===== src/rtl/serial_word_receiver_pkg.sv =====
// Shared Hack word-path constants for the serial word receiver.
package serial_word_receiver_pkg;

  // Native Hack data word width.
  localparam int HACK_WORD_W = 16;

  // Width of the consumed-word counter; it wraps at 2**HACK_CNT_W.
  localparam int HACK_CNT_W  = 16;

endpackage


===== src/rtl/serial_word_receiver_bit_shifter.sv =====
// Bit assembler: shift register plus bit counter.
// word_next is the register value with bit_in shifted in. When the incoming
// bit completes a word, the parent captures word_next and the shifter clears.
module bit_shifter #(
  parameter int WIDTH     = 16,
  parameter int LSB_FIRST = 0
) (
  input  logic             clock,
  input  logic             reset,
  input  logic             shift_en,
  input  logic             clr,
  input  logic             bit_in,
  output logic [WIDTH-1:0] word_next,
  output logic             last
);

  localparam int CW = $clog2(WIDTH);

  logic [WIDTH-1:0] sr;
  logic [CW-1:0]    cnt;

  // Select where new bits enter the word, based on the bit ordering.
  generate
    if (LSB_FIRST != 0) begin : g_lsb
      assign word_next = {bit_in, sr[WIDTH-1:1]};
    end else begin : g_msb
      assign word_next = {sr[WIDTH-2:0], bit_in};
    end
  endgenerate

  assign last = (cnt == CW'(WIDTH - 1));

  // Shift on accept; wrap to an empty register once the word is handed off.
  always_ff @(posedge clock) begin
    if (reset || clr) begin
      sr  <= '0;
      cnt <= '0;
    end else if (shift_en) begin
      if (last) begin
        sr  <= '0;
        cnt <= '0;
      end else begin
        sr  <= word_next;
        cnt <= cnt + CW'(1);
      end
    end
  end

endmodule


===== src/rtl/serial_word_receiver.sv =====
// Bit-serial to word deserializer for the Hack memory-mapped I/O word path.
// Accepts one bit per in handshake. Presents each completed word through a
// single holding register with a valid/ready handshake.
module serial_word_receiver
  import serial_word_receiver_pkg::*;
#(
  parameter int WIDTH     = HACK_WORD_W,
  parameter int LSB_FIRST = 0
) (
  input  logic                  clock,
  input  logic                  reset,
  input  logic                  flush,
  input  logic                  in_bit,
  input  logic                  in_valid,
  output logic                  in_ready,
  output logic [WIDTH-1:0]      out_word,
  output logic                  out_valid,
  input  logic                  out_ready,
  output logic [HACK_CNT_W-1:0] word_count
);

  logic             acc;
  logic             take;
  logic             complete;
  logic             last;
  logic [WIDTH-1:0] word_next;

  // The final bit of a word may enter only if the holding register is free or
  // is being emptied in this cycle. That makes out_ready -> in_ready the only
  // combinational path through the block.
  assign in_ready = !reset && !flush && (!last || !out_valid || out_ready);
  assign acc      = in_valid && in_ready;
  assign take     = out_valid && out_ready;
  assign complete = acc && last;

  bit_shifter #(
    .WIDTH    (WIDTH),
    .LSB_FIRST(LSB_FIRST)
  ) u_shift (
    .clock    (clock),
    .reset    (reset),
    .shift_en (acc),
    .clr      (flush),
    .bit_in   (in_bit),
    .word_next(word_next),
    .last     (last)
  );

  // Holding register: a completed word is loaded even when the previous word
  // is taken in the same cycle, so back-to-back words have no bubble.
  always_ff @(posedge clock) begin
    if (reset) begin
      out_word  <= '0;
      out_valid <= 1'b0;
    end else if (complete) begin
      out_word  <= word_next;
      out_valid <= 1'b1;
    end else if (take) begin
      out_valid <= 1'b0;
    end
  end

  // Count consumed words; the counter wraps naturally at its width.
  always_ff @(posedge clock) begin
    if (reset) begin
      word_count <= '0;
    end else if (take) begin
      word_count <= word_count + HACK_CNT_W'(1);
    end
  end

endmodule


===== config.mk =====
export PLATFORM = sky130hd
export DESIGN_NAME = serial_word_receiver
export DESIGN_NICKNAME = d
export VERILOG_FILES = /design/src/rtl/serial_word_receiver_pkg.sv /design/src/rtl/serial_word_receiver_bit_shifter.sv /design/src/rtl/serial_word_receiver.sv
export SDC_FILE = /design/constraint.sdc
export NUM_CORES = 1
export LEC_CHECK = 0
export BUFFER_PORTS_ARGS = -buffer_cell sky130_fd_sc_hd__buf_4
export CORE_UTILIZATION = 40
export DETAILED_ROUTE_END_ITERATION = 16
export GPL_TIMING_DRIVEN = 0
export PLACE_DENSITY = 0.62
export SETUP_SLACK_MARGIN = 0.5
export SYNTH_ARGS = -nofsm -noshare
export SYNTH_HDL_FRONTEND = slang
export SYNTH_HIERARCHICAL = 1
export SYNTH_SLANG_ARGS = --single-unit
export TNS_END_PERCENT = 50

===== constraint.sdc =====
create_clock -name clock -period 1.7 [get_ports clock]
set_input_delay 0.51 -clock clock [delete_from_list [all_inputs] [get_ports clock]]
set_output_delay 0.51 -clock clock [all_outputs]
set_load 0.05 [all_outputs]

# Yosys cells after proc, flatten, opt, wreduce, memory -nomap -nowiden
# Index checks and enable logic that the tools add are counted.
# word_totals
elab_cells	25
out_inout_bits	34
reg_bits	52
# classes
n_eq_ne	1
n_reduce_logical	13
muxes	4
addsub	2
# op_table
operator	count
16-bit by 1-bit adder with 16-bit output (second input constant)	1
15-bit 2-to-1 mux	1
1-bit logical AND	5
4-bit by 1-bit adder with 4-bit output (second input constant)	1
4-bit == test (second input constant)	1
1-bit zero test	4
4-bit 2-to-1 mux	1
1-bit logical OR	3
1-bit 2-to-1 mux	2
2-bit nonzero test	1

# Depth between registers and ports, before layout
# Gate-level depths: netlist (run 1).
# logic_depth
depth_word	8
ltp_mapped	10
depth_no_buf	9

# Modules after synthesis
# The synthesis (run 1) kept the hierarchy.
# modules_own_cells
module	cells_per_inst	seq_area_each_um2	instances	area_each_um2
serial_word_receiver	163	660.6	1	1333.8
bit_shifter	71	380.4	1	759.5

# Worst setup path after synthesis (run 1)
# Ideal clock, no wire load.
# synth_timing
kind	input port to flip-flop
start	input reset
end	register u_shift.sr[10]
slack_ns	-0.470
required_time_ns	1.585
arrival_time_ns	2.055
path_stages	8
setup_ns	0.115
n_path_buf	3
cell_sequence	clkbuf_1 nor2_1 o21a_1 and2_1 buf_6 buf_12 mux2i_1 nor2_2
# synth_between
elab_chain_len	4
elab_cells_between_ends	5
cone_classes	reduce/logical (5)
# synth_lines
item	line	source
from (decl)	serial_word_receiver.sv:11	input logic reset,
1-bit zero test	serial_word_receiver.sv:31	assign in_ready = !reset && !flush && (!last || !out_valid || out_ready);
1-bit logical AND (2 in series)	serial_word_receiver.sv:31	
named net in_ready	serial_word_receiver.sv:15	output logic in_ready,
1-bit logical AND	serial_word_receiver.sv:32	assign acc = in_valid && in_ready;
named net acc	serial_word_receiver.sv:22	logic acc;
to (signal assigned)	serial_word_receiver_bit_shifter.sv:43	sr <= word_next;
to (decl)	serial_word_receiver_bit_shifter.sv:19	logic [WIDTH-1:0] sr;
# The timed path passes the listed nets, and every way through them passes these cells.
# A chain may end at the register's enable or synchronous reset.

# Worst setup path after layout (run 1)
# layout_timing
start	register u_shift.cnt[0]
end	output in_ready
# layout_between
elab_chain_len	5
# layout_lines
item	line	source
from (decl)	serial_word_receiver_bit_shifter.sv:20	logic [CW-1:0] cnt;
from (signal assigned)	serial_word_receiver_bit_shifter.sv:44	cnt <= cnt + CW'(1);
4-bit == test	serial_word_receiver_bit_shifter.sv:31	assign last = (cnt == CW'(WIDTH - 1));
named net last	serial_word_receiver.sv:25	logic last;
1-bit zero test	serial_word_receiver.sv:31	
1-bit logical OR (2 in series)	serial_word_receiver.sv:31	
1-bit logical AND	serial_word_receiver.sv:31	
to (decl)	serial_word_receiver.sv:15	
# The timed path passes the listed nets, and every way through them passes these cells.

==> results of run 1 <==
-- area by class of cell --
| type | instances | area, um^2 |
|---|---|---|
| buffer | 11 | 139 |
| clock buffer | 8 | 90.1 |
| fill | 274 | 942 |
| inverter | 6 | 22.5 |
| multi-input combinational | 165 | 1490 |
| sequential | 52 | 1120 |
| tap | 67 | 83.8 |
| timing repair buffer | 79 | 991 |
-- path summary, 6_finish.rpt --
kind,startpoint,endpoint,slack [ns],depth (start not counted)
hold reg to reg,out_word[0],out_word[0],0.47,2
setup / recovery,u_shift/cnt[0],in_ready,-0.15,6
hold / removal,reset,u_shift/sr[3],0.44,2
setup reg to reg,u_shift/cnt[0],out_word[5],-0.09,12
-- synth_stat cells --
library cell,n,share of area [%]
or3_1,4,1.2
and3_1,3,0.90
nor2_1,26,4.7
dfxtp_1,52,50
mux2i_1,14,6.7
mux2_1,2,1.1
nor4_1,3,0.90
nor2_2,3,0.90
and2_1,1,0.30
nand4_1,6,1.8
xnor2_1,8,3.3
nor2b_1,1,0.30
nor3_1,6,1.4
and2b_1,2,0.72
xor2_1,4,1.7
inv_1,6,1.1
nand3_1,8,1.9
nor4b_1,1,0.42
o21ai_0,2,0.48
o21ai_1,1,0.24
buf_12,1,0.96
a31oi_1,2,0.60
buf_6,1,0.54
a21oi_1,22,5.3
clkbuf_1,4,0.72
nand2_2,3,0.90
ha_1,2,1.2
o21a_1,1,0.36
nand2_1,35,6.3
nand2b_1,1,0.30
a21o_1,1,0.36
buf_2,3,0.72
nor3_2,2,0.96
and4_1,1,0.42
buf_4,2,0.72
-- report_power, final --
| group | internal [mW] | switching, mW |
|---|---|---|
| Clock | 0.333 | 0.387 |
| Combinational | 0.0723 | 0.0770 |
| Sequential | 1.19 | 0.000988 |
-- worst register-to-register path: stages, from the launching register on --
cell     delay, ns
dfxtp_4       0.36
ha_4          0.17
nand3_4       0.08
inv_2         0.04
buf_4         0.12
buf_4         0.12
buf_6         0.10
buf_6         0.10
and4_1        0.16
buf_6         0.15
buf_16        0.14
nand2_2       0.05
a21oi_1       0.05
-- state kept, by name, summed over array words and instances (netlist names) --
name / cells
out_valid: 1
out_word: 16
u_shift/cnt: 4
word_count: 16
u_shift/sr: 15
-- metrics by stage --
step | std cells | TNS [ns] | cell area (um^2) | power (mW) | util [%]
6_report | 388 | -1.31 | 3940 | 2.06 | 80.7
5_1_grt | 388 | -2.97 | 3940 | 2.15 | 80.7
4_1_cts | 376 | -0.149 | 3600 | 2.07 | 73.8
3_5_place_dp | 340 | -4.05 | 2630 | 1.33 | 53.8
3_3_place_gp | 340 | -3.61 | 2630 | 1.32 | 53.8
2_1_floorplan | 234 | -0.682 | 2250 | 1.29 | -
-- routing by layer --
layer	global-route usage (%)	up-vias
li1	-	967
met2	38.9	47
met1	29.0	969
met3	4.34	8
met5	0	-
met4	7.13	0
-- what timing repair did --
| item | 4_1_cts | 5_1_grt |
|---|---|---|
| buffers inserted | 25 | 12 |
| gates cloned | 3 | 0 |
| gates resized for setup | 175 | 52 |
| pin swaps | 51 | 23 |
| endpoints found under the setup margin | 80 | 83 |
-- kinds of logic (layout without fill, tap and decap cells) --
family | count (synthesis) | count (layout) | share of synthesized area [%]
xor gates and xnor gates | 12 | 12 | 5.02
AOI/OAI and AO/OA | 29 | 29 | 7.29
and+or+nand+nor | 106 | 106 | 24.3
adders and majority gates | 2 | 2 | 1.20
muxes | 16 | 16 | 7.77
buffers and inverters | 17 | 104 | 4.72
DFF | 52 | 52 | 49.7
==> metrics, run 1 <==
synth warn 6; highest cell delay on the worst timing path 0.37 ns; Setup Skew 0.00644 ns; number of DRC violations after detailed-routing iteration 0 around 120; detailed-routing wirelength on met1 between 2000 and 3000 um; Relative slew margins between 60 and 70%; Critical-path top delay cell dfxtp_4; Die ar. 0.00553 mm^2; number of levels the H-tree was split into 2; area of the mapped netlist approximately 0.0021 mm^2; minimum clock period 1.85 ns; hold-fix buffers at CTS 0; buffer and inverter count on the worst path 3; Horiz. Die Dim around 74 um; Final Wtd Congestion 0.696; most common cell after layout, fill and taps aside buf_8; post-synthesis net count between 200 and 250; number of distinct library cell variants in the gate-level netlist after synthesis 35; status complete, but fails checks; met3 layer wire length in the routed design between 150 and 200 um; instance count of the mapped netlist between 200 and 250; peak supply drop approximately 0.00047 V; worst-case hold slack between 0.4 and 0.5 ns; cts bufs inserted 5; count of TritonRoute iterations in the first routing pass 4; number of antenna violations at the first check in global routing 0; arrival time reported for the critical path endpoint 1.34 ns; list of cells traversed by the critical path ha_4 > nand3_4 > inv_2 > inv_2 > o21a_4 > buf_8; Seq cells post-synth 52; type of origin of the critical path register; setup repair after global routing missed its margin yes; worst path required time roughly 1.2 ns; leakage power of the design about 1.5 nW; wire length of the first global-routing pass about 9400 um; Power per Cell Area 524 mW/mm^2; number of buffers between clock root and the deepest sink 2; detailed placer's ending HPWL between 3000 and 4000 um; number of setup violations in the final report 17; maximum number of pins on one net before global-route repair 15; transition time at the pin with the least slew margin between 0.5 and 0.6 ns; aggregate routed wire length ~6200 um; highest-count cells in the layout ignoring fill and taps buf_8 (38), buf_4 (23), buf_6 (20), dfxtp_2 (20); Clk pin slew, worst setup/hold paths around 0.090 ns; reported max-cap violation count 0; Row Count 25; top achievable clock speed between 0.5 and 0.6 GHz; violated checks negative setup slack; total count of hold-check failures in the final report 0; post-route fraction of the period consumed by the critical path 109%; number of top-level pins 40; CTS tree done; vias per cell ~5.1; sequential area share after synthesis roughly half; clk root buf clkbuf_8; largest fanout on the critical path 2; Crit path max-delay family flip-flops; min-delay worst type in2reg; max layer used met4; worst setup slack after placement -0.208 ns; category of the most critical setup path reg2out; number of global-route vias before repair between 1.5k and 2k; final worst setup slack -0.148 ns; nets@finish ~330; max-slew violation count 0; effective utilization at floorplan around 43%; number of buffer cells added on primary ports 39; number of nets with antenna violations after routing 0; number of remaining DRC errors 0; Total Routing Usage GR 22.7%; share of cells above drive strength 1 66.0%; wire length per cell after detailed routing about 16 um; overall via count from detail_route roughly 2k; residual overflow from global routing 0; kind of end point of the critical path primary output; area overhead of the layout relative to synthesis 88.1%; ant diodes 0; chip height roughly 74 um; Num Clock Sinks 52; source-to-sink clock delay at the later pin of the worst-skew pair around 0.3 ns; Detail Route met2 WL 3330 um; cell repeated most along the worst path inv_2; syn_area_per_cell a little under 9 um^2; core outline area approximately 0.005 mm^2
Power figures use the tool's default switching activity.
==> inputs of run 2 (changes only) <==
Settings changed: PLACE_DENSITY 0.62 to 0.6.
Clock period 1.7 ns to 1.8 ns, I/O delays scaled along.
==> run 2 against run 1 <==
Compared with the run above:
- the flow still finishes with violations (negative setup slack)
- clock power up 14%
- wire length down 8.8%
- die area unchanged
- critical endpoint unchanged
- highest routed layer unchanged
==> metrics, run 2 (synthesis results as in run 1) <==
maximum number of pins on one net before global-route repair 16 (was 15); top achievable clock speed roughly 0.53 GHz; clk root buf clkbuf_8 (unchanged); status complete, but fails checks (unchanged); CTS tree done (unchanged); wire length per cell after detailed routing 15.0 um (was 16.0 um); Setup Skew 0.00771 ns (was 0.00644 ns); Relative slew margins 58.4% (was 62.4%); minimum clock period about 1.9 ns; number of global-route vias before repair 1,862 (was 1,917); cts bufs inserted 5 (unchanged); ant diodes 0 (unchanged); number of buffers between clock root and the deepest sink 2 (unchanged); most common cell after layout, fill and taps aside buf_8 (unchanged); Num Clock Sinks 52 (unchanged); number of levels the H-tree was split into 2 (unchanged); number of filler cells placed in the layout 322 (was 274); setup repair after global routing missed its margin yes (unchanged); total count of hold-check failures in the final report 0 (unchanged); number of buffer cells added on primary ports 39 (unchanged); violated checks negative setup slack (unchanged); peak supply drop 0.000482 V (was 0.000470 V); aggregate routed wire length 5660 um (was 6210 um); nets@finish 317 (was 328); share of cells above drive strength 1 59.4% (was 66.0%); chip height 74.3 um (unchanged); max-slew violation count 0 (unchanged); highest-count cells in the layout ignoring fill and taps buf_8 (36), nor2_1 (25), dfxtp_2 (21) (was buf_8 (38), buf_4 (23), buf_6 (20), dfxtp_2 (20)); count of TritonRoute iterations in the first routing pass 4 (unchanged); filler-free cell count of the finished design 377 (was 388); arrival time reported for the critical path endpoint 1.33 ns (was 1.34 ns); largest registers out_word: 16 flops, word_count: 16 flops, u_shift/sr: 15 flops (unchanged); post-route fraction of the period consumed by the critical path 104%; transition time at the pin with the least slew margin 0.624 ns (was 0.564 ns); area overhead of the layout relative to synthesis 77.3% (was 88.1%); number of antenna violations at the first check in global routing 0 (unchanged); vias per cell 5.03 (was 5.13); min-delay worst type in2reg (unchanged); number of remaining DRC errors 0 (unchanged); reg-to-reg slack, setup -0.03 ns (was -0.09 ns); residual overflow from global routing 0 (unchanged); category of the most critical setup path reg2out (unchanged); kind of end point of the critical path primary output (unchanged); worst path required time 1.26 ns (was 1.19 ns); largest fanout on the critical path 2 (unchanged); number of DRC violations after detailed-routing iteration 0 74 (was 122); effective utilization at floorplan 42.9% (unchanged); number of top-level pins 40 (unchanged); detailed placer's ending HPWL 3070 um (was 3180 um); reported max-cap violation count 0 (unchanged); final worst setup slack -0.0724 ns (was -0.148 ns); cell total after placement 340 (unchanged); Die ar. 0.00553 mm^2 (unchanged); core outline area 0.00488 mm^2 (unchanged); number of nets with antenna violations after routing 0 (unchanged); Row Count 25 (unchanged); Total Routing Usage GR 21.3% (was 22.7%); Clk pin slew, worst setup/hold paths 0.09 ns (about the same); wire length of the first global-routing pass 8690 um (was 9390 um); Power per Cell Area 557 mW/mm^2 (was 524 mW/mm^2); Final Wtd Congestion 0.758 (was 0.696); overall via count from detail_route 1,897 (was 1,991); source-to-sink clock delay at the later pin of the worst-skew pair 0.30 ns (about the same); leakage power of the design 1.60 nW (was 1.53 nW); Horiz. Die Dim 74.3 um (unchanged); type of origin of the critical path register (unchanged); number of setup violations in the final report 12 (was 17); overall power 2.07 mW (was 2.06 mW)
[run 2: per-stage QoR]
stage               hold WS [ns]  area, um^2  utilization, %  setup WS, ns  TNS [ns]
floorplan                  0.431        2210               -       -0.0238   -0.0476
global placement           0.445        2590            53.1        -0.124     -2.05
detailed placement         0.449        2590            53.1        -0.131     -2.32
CTS                        0.444        3520            72.1       -0.0776   -0.0776
global route               0.443        3710            76.1        -0.141     -1.79
finish                     0.461        3710            76.1       -0.0724    -0.230
[run 2: per-layer routing]
layer  share of wire, %  vias up  routed length (um)  global-route usage [%]
met4                1.5        0                  84                    9.43
met2                 55       44                3100                    39.8
met1                 41      901                2290                    23.2
li1                   -      942                   -                       -
met3                3.3       10                 184                    4.34
met5                  0        -                   0                       0
[run 2: area by class of cell]
class	instances	area, um^2	area share, %
Clock buffer	6	82.6	2.22
Sequential cell	52	1120	30.2
Multi-Input combinational cell	165	1360	36.7
Timing Repair Buffer	68	870	23.4
Tap cell	67	83.8	2.26
Clock inverter	2	33.8	0.910
Buffer	11	139	3.74
Inverter	6	22.5	0.607
[run 2: power by group]
part | switching, mW | internal (mW)
combinational | 0.0612 | 0.0581
sequential | 0.000971 | 1.13
clock | 0.371 | 0.448
[run 2: path summary, 6_finish.rpt]
kind	endpoint	startpoint	cells past startpoint
worst min-delay path	u_shift/sr[3]	reset	2
worst max-delay path	in_ready	u_shift/cnt[0]	6
worst min register to register	out_word[4]	out_word[4]	2
worst max register to register	out_word[0]	u_shift/cnt[0]	13
[run 2: worst max-delay path, cell delays in order (launching register included)]
cell,delay (ns)
dfxtp_2,0.36
ha_4,0.15
nand3_4,0.08
inv_2,0.08
inv_2,0.04
o21a_4,0.19
buf_8,0.14
[run 2: timing repair]
item,CTS,global route
hold buffers,0,0
cloned,2,0
setup buffers,20,7
setup endpoints to repair,78,82
pin swaps,38,27
gates resized for setup,172,30
==> inputs of run 3 (changes only) <==
Settings changed: CORE_UTILIZATION 40 to 54, PLACE_DENSITY 0.6 to 0.77.
==> run 3 against run 2 <==
Compared with the run above:
- the run now fails in global routing
- synthesized cell count stayed put
- area after synthesis stayed put
==> metrics, run 3 <==
Synth top cells by count dfxtp_1 (52), nand2_1 (35), nor2_1 (26) (unchanged); top cell type's share of synthesized area 49.7% (unchanged); syn_area_per_cell 8.95 um^2 (unchanged); number of levels the H-tree was split into 2 (unchanged); cts bufs inserted 5 (unchanged); maximum number of pins on one net before global-route repair 18; cell total after placement 321 (was 340); effective utilization at floorplan 56.8% (was 42.9%); number of enable-type register cells in the synthesized netlist 0 (unchanged); most area-consuming cells after synthesis dfxtp_1 (50%), mux2i_1 (6.7%), nand2_1 (6.3%) (unchanged); Horiz. Die Dim 64.3 um (was 74.3 um); Num Clock Sinks 52 (unchanged); dominant cell by count in the synthesized netlist dfxtp_1 (unchanged); instance count of the mapped netlist 234 (unchanged); worst setup slack after placement -0.146 ns (was -0.131 ns); Final Wtd Congestion 0.781 (was 0.758); detailed placer's ending HPWL 2870 um (was 3070 um); worst-path endpoint category top-level output; number of distinct library cell variants in the gate-level netlist after synthesis 35 (unchanged); Row Count 22 (was 25); leading area contributor after synthesis dfxtp_1 (unchanged); First Error [ERROR DPL-0038] Utilization greater than 100%, impossible to legalize; number of buffers between clock root and the deepest sink 2 (unchanged); clk root buf clkbuf_8 (unchanged); sequential area share after synthesis 49.7% (unchanged); stage reached global routing; Seq cells post-synth 52 (unchanged); hold-fix buffers at CTS 0 (unchanged); synth warn 6 (unchanged); worst setup endpoint after the global-route repair_timing in_ready; chip height 64.3 um (was 74.3 um); status did not finish (was complete, but fails checks); post-synthesis net count 242 (unchanged); Most used DFF post-synth dfxtp_1 (unchanged); area of the mapped netlist 0.00209 mm^2 (unchanged); Synth async-reset ratio 0% (unchanged); number of buffer cells added on primary ports 39 (unchanged); number of top-level pins 40 (unchanged)
-- run 3: cell counts after synthesis --
No cell type changed its count.
-- run 3: cell families after synthesis --
group | count (synthesis) | synth area share, %
adders and majority gates | 2 | 1.20
DFF | 52 | 49.7
xor gates and xnor gates | 12 | 5.02
muxes | 16 | 7.77
AOI/OAI and AO/OA | 29 | 7.29
and+or+nand+nor | 106 | 24.3
buffers and inverters | 17 | 4.72
-- run 3: through the flow --
stage          util [%]  hold WS [ns]  area (um^2)  TNS (ns)
3_5_place_dp       69.5         0.448         2560     -2.03
2_1_floorplan         -         0.431         2210   -0.0476
3_3_place_gp       69.5         0.446         2560     -1.89
4_1_cts            91.7         0.441         3380   -0.0658
-- run 3: what timing repair did --
action / 4_1_cts
endpoints found under the setup margin: 76
setup buffers: 20
pin swaps: 28
resized for setup: 158
cloned: 3
==> inputs of run 4 (changes only) <==
Settings changed: CORE_UTILIZATION 54 to 40, PLACE_DENSITY 0.77 to not set, PLACE_DENSITY_LB_ADDON set to 0.15, SETUP_SLACK_MARGIN 0.5 to not set.
==> run 4 against run 3 <==
Compared with the run above:
- the flow now finishes, with violations (negative setup slack)
==> metrics, run 4 (synthesis results as in run 1) <==
setup repair after global routing missed its margin yes; number of levels the H-tree was split into 2 (unchanged); Final Wtd Congestion 0.753 (was 0.781); Power per Cell Area roughly 730 mW/mm^2; clk root buf clkbuf_8 (unchanged); worst setup slack after placement -0.129 ns (was -0.146 ns); Num Clock Sinks 52 (unchanged); Die ar. around 0.0055 mm^2; cts bufs inserted 5 (unchanged); CTS tree done; total count of hold-check failures in the final report 0; Row Count 25 (was 22); portion of total power attributed to sequential cells a little under three fifths; largest fanout on the critical path 2; number of top-level pins 40 (unchanged); wire length per cell after detailed routing ~12 um; transition time at the pin with the least slew margin 0.458 ns; type of origin of the critical path register; arrival time reported for the critical path endpoint between 1 and 1.5 ns; share of total power in the clock network just under 40%; max-slew violation count 0; Horiz. Die Dim 74.3 um (was 64.3 um); net switching power figure around 420 uW; overall via count from detail_route roughly 1.7k; maximum number of pins on one net before global-route repair 17; source-to-sink clock delay at the later pin of the worst-skew pair approximately 0.3 ns; Total Routing Usage GR between 10% and 20%; category of the most critical setup path reg2out; number of DRC violations after detailed-routing iteration 0 67; area overhead of the layout relative to synthesis 31.1%; post-route fraction of the period consumed by the critical path 103%; minimum clock period between 1.5 and 2 ns; number of antenna violations at the first check in global routing 0; filler-free cell count of the finished design roughly 350; total negative slack -0.0614 ns; wire length of the first global-routing pass 7270 um; cell total after placement 340 (was 321); aggregate routed wire length around 4200 um; status complete, but fails checks (was did not finish); final worst setup slack -0.0614 ns; effective utilization at floorplan 42.9% (was 56.8%); number of buffers between clock root and the deepest sink 2 (unchanged); largest registers out_word: 16 flops, word_count: 16 flops, u_shift/sr: 15 flops; detailed placer's ending HPWL 2970 um (was 2870 um); count of TritonRoute iterations in the first routing pass 4; reported max-cap violation count 0; share of total power consumed by net switching about a fifth; Setup Skew between 0.005 and 0.006 ns; worst-case hold slack 0.456 ns; number of global-route vias before repair between 1.5k and 2k; vias per cell around 5; worst path required time around 1.3 ns; busiest layer in global routing met2; violated checks negative setup slack; highest-count cells in the layout ignoring fill and taps buf_4 (46), dfxtp_1 (42), nand2_1 (35); min-delay worst type reg2reg; top achievable clock speed roughly 0.54 GHz; post-layout util 56.2%; residual overflow from global routing 0; core outline area between 0.004 and 0.005 mm^2; peak supply drop between 0.0005 and 0.0006 V; r2r worst-path depth 5; cell depth of the worst hold path 2; number of buffer cells added on primary ports 39 (unchanged); most common cell after layout, fill and taps aside buf_4; number of remaining DRC errors 0; nets@finish slightly below 300; kind of end point of the critical path primary output; global routing usage on met3 just under 5%; Relative slew margins 69.5%; M2 GR Usage 29.1%; ant diodes 0; met1 layer usage reported by global route a little over a fifth; leakage power of the design around 1.0 nW; number of nets with antenna violations after routing 0; chip height 74.3 um (was 64.3 um); number of setup violations in the final report 1; cell internal power dissipation 1.59 mW; number of filler cells placed in the layout 488; share of cells above drive strength 1 slightly above 30%; combinational group share of total power ~4.2%; Clk pin slew, worst setup/hold paths 0.09 ns
run 4: final timing paths:
kind	start	end	slack, ns
hold reg to reg	out_word[2]	out_word[2]	0.46
hold / removal	out_word[2]	out_word[2]	0.46
setup / recovery	u_shift/cnt[1]	in_ready	-0.06
setup reg to reg	word_count[0]	word_count[14]	0.03
run 4: metrics by stage:
| stage | cell area, um^2 | total power, mW |
|---|---|---|
| 4_1_cts | 2730 | 2.05 |
| 6_report | 2740 | 2.01 |
| 3_5_place_dp | 2550 | 1.26 |
| 5_1_grt | 2740 | 2.10 |
| 3_3_place_gp | 2550 | 1.26 |
| 2_1_floorplan | 2180 | 1.23 |
run 4: cell type report:
cell class                      instances  area, um^2  share of cell area, %
Clock inverter                          3        42.5                   1.55
Inverter                                6        22.5                  0.821
Multi-Input combinational cell        165        1020                   37.1
Timing Repair Buffer                   45         345                   12.6
Tap cell                               67        83.8                   3.06
Sequential cell                        52        1060                   38.7
Clock buffer                            5        68.8                   2.51
Buffer                                 11         101                   3.69
run 4: repair_timing:
action                                  in CTS  in global routing
resized for setup                           10                  0
endpoints found under the setup margin      11                  3
setup buffers                                4                  2
hold buffers                                 0                  0
pin swaps                                    1                  1
run 4: metal layers:
layer  part of all wire, %  vias to the layer above
li1                      -                      893
met5                     0                        -
met1                    46                      802
met3                   3.6                        4
met4                   1.0                        0
met2                    50                       35
run 4: worst max-delay path: stages, from the launching register on:
cell	delay [ns]
dfxtp_2	0.36
ha_4	0.15
nand3_4	0.08
inv_2	0.07
inv_2	0.03
o21a_4	0.19
buf_8	0.14
run 4: power by group through the flow:
stage | Sequential (mW) | Clock (mW) | Combinational [mW]
floorplan | 1.17 | 0 | 0.0547
global placement | 1.17 | 0 | 0.0823
detailed placement | 1.17 | 0 | 0.0825
CTS | 1.15 | 0.816 | 0.0851
global route | 1.15 | 0.860 | 0.0920
finish | 1.15 | 0.784 | 0.0846
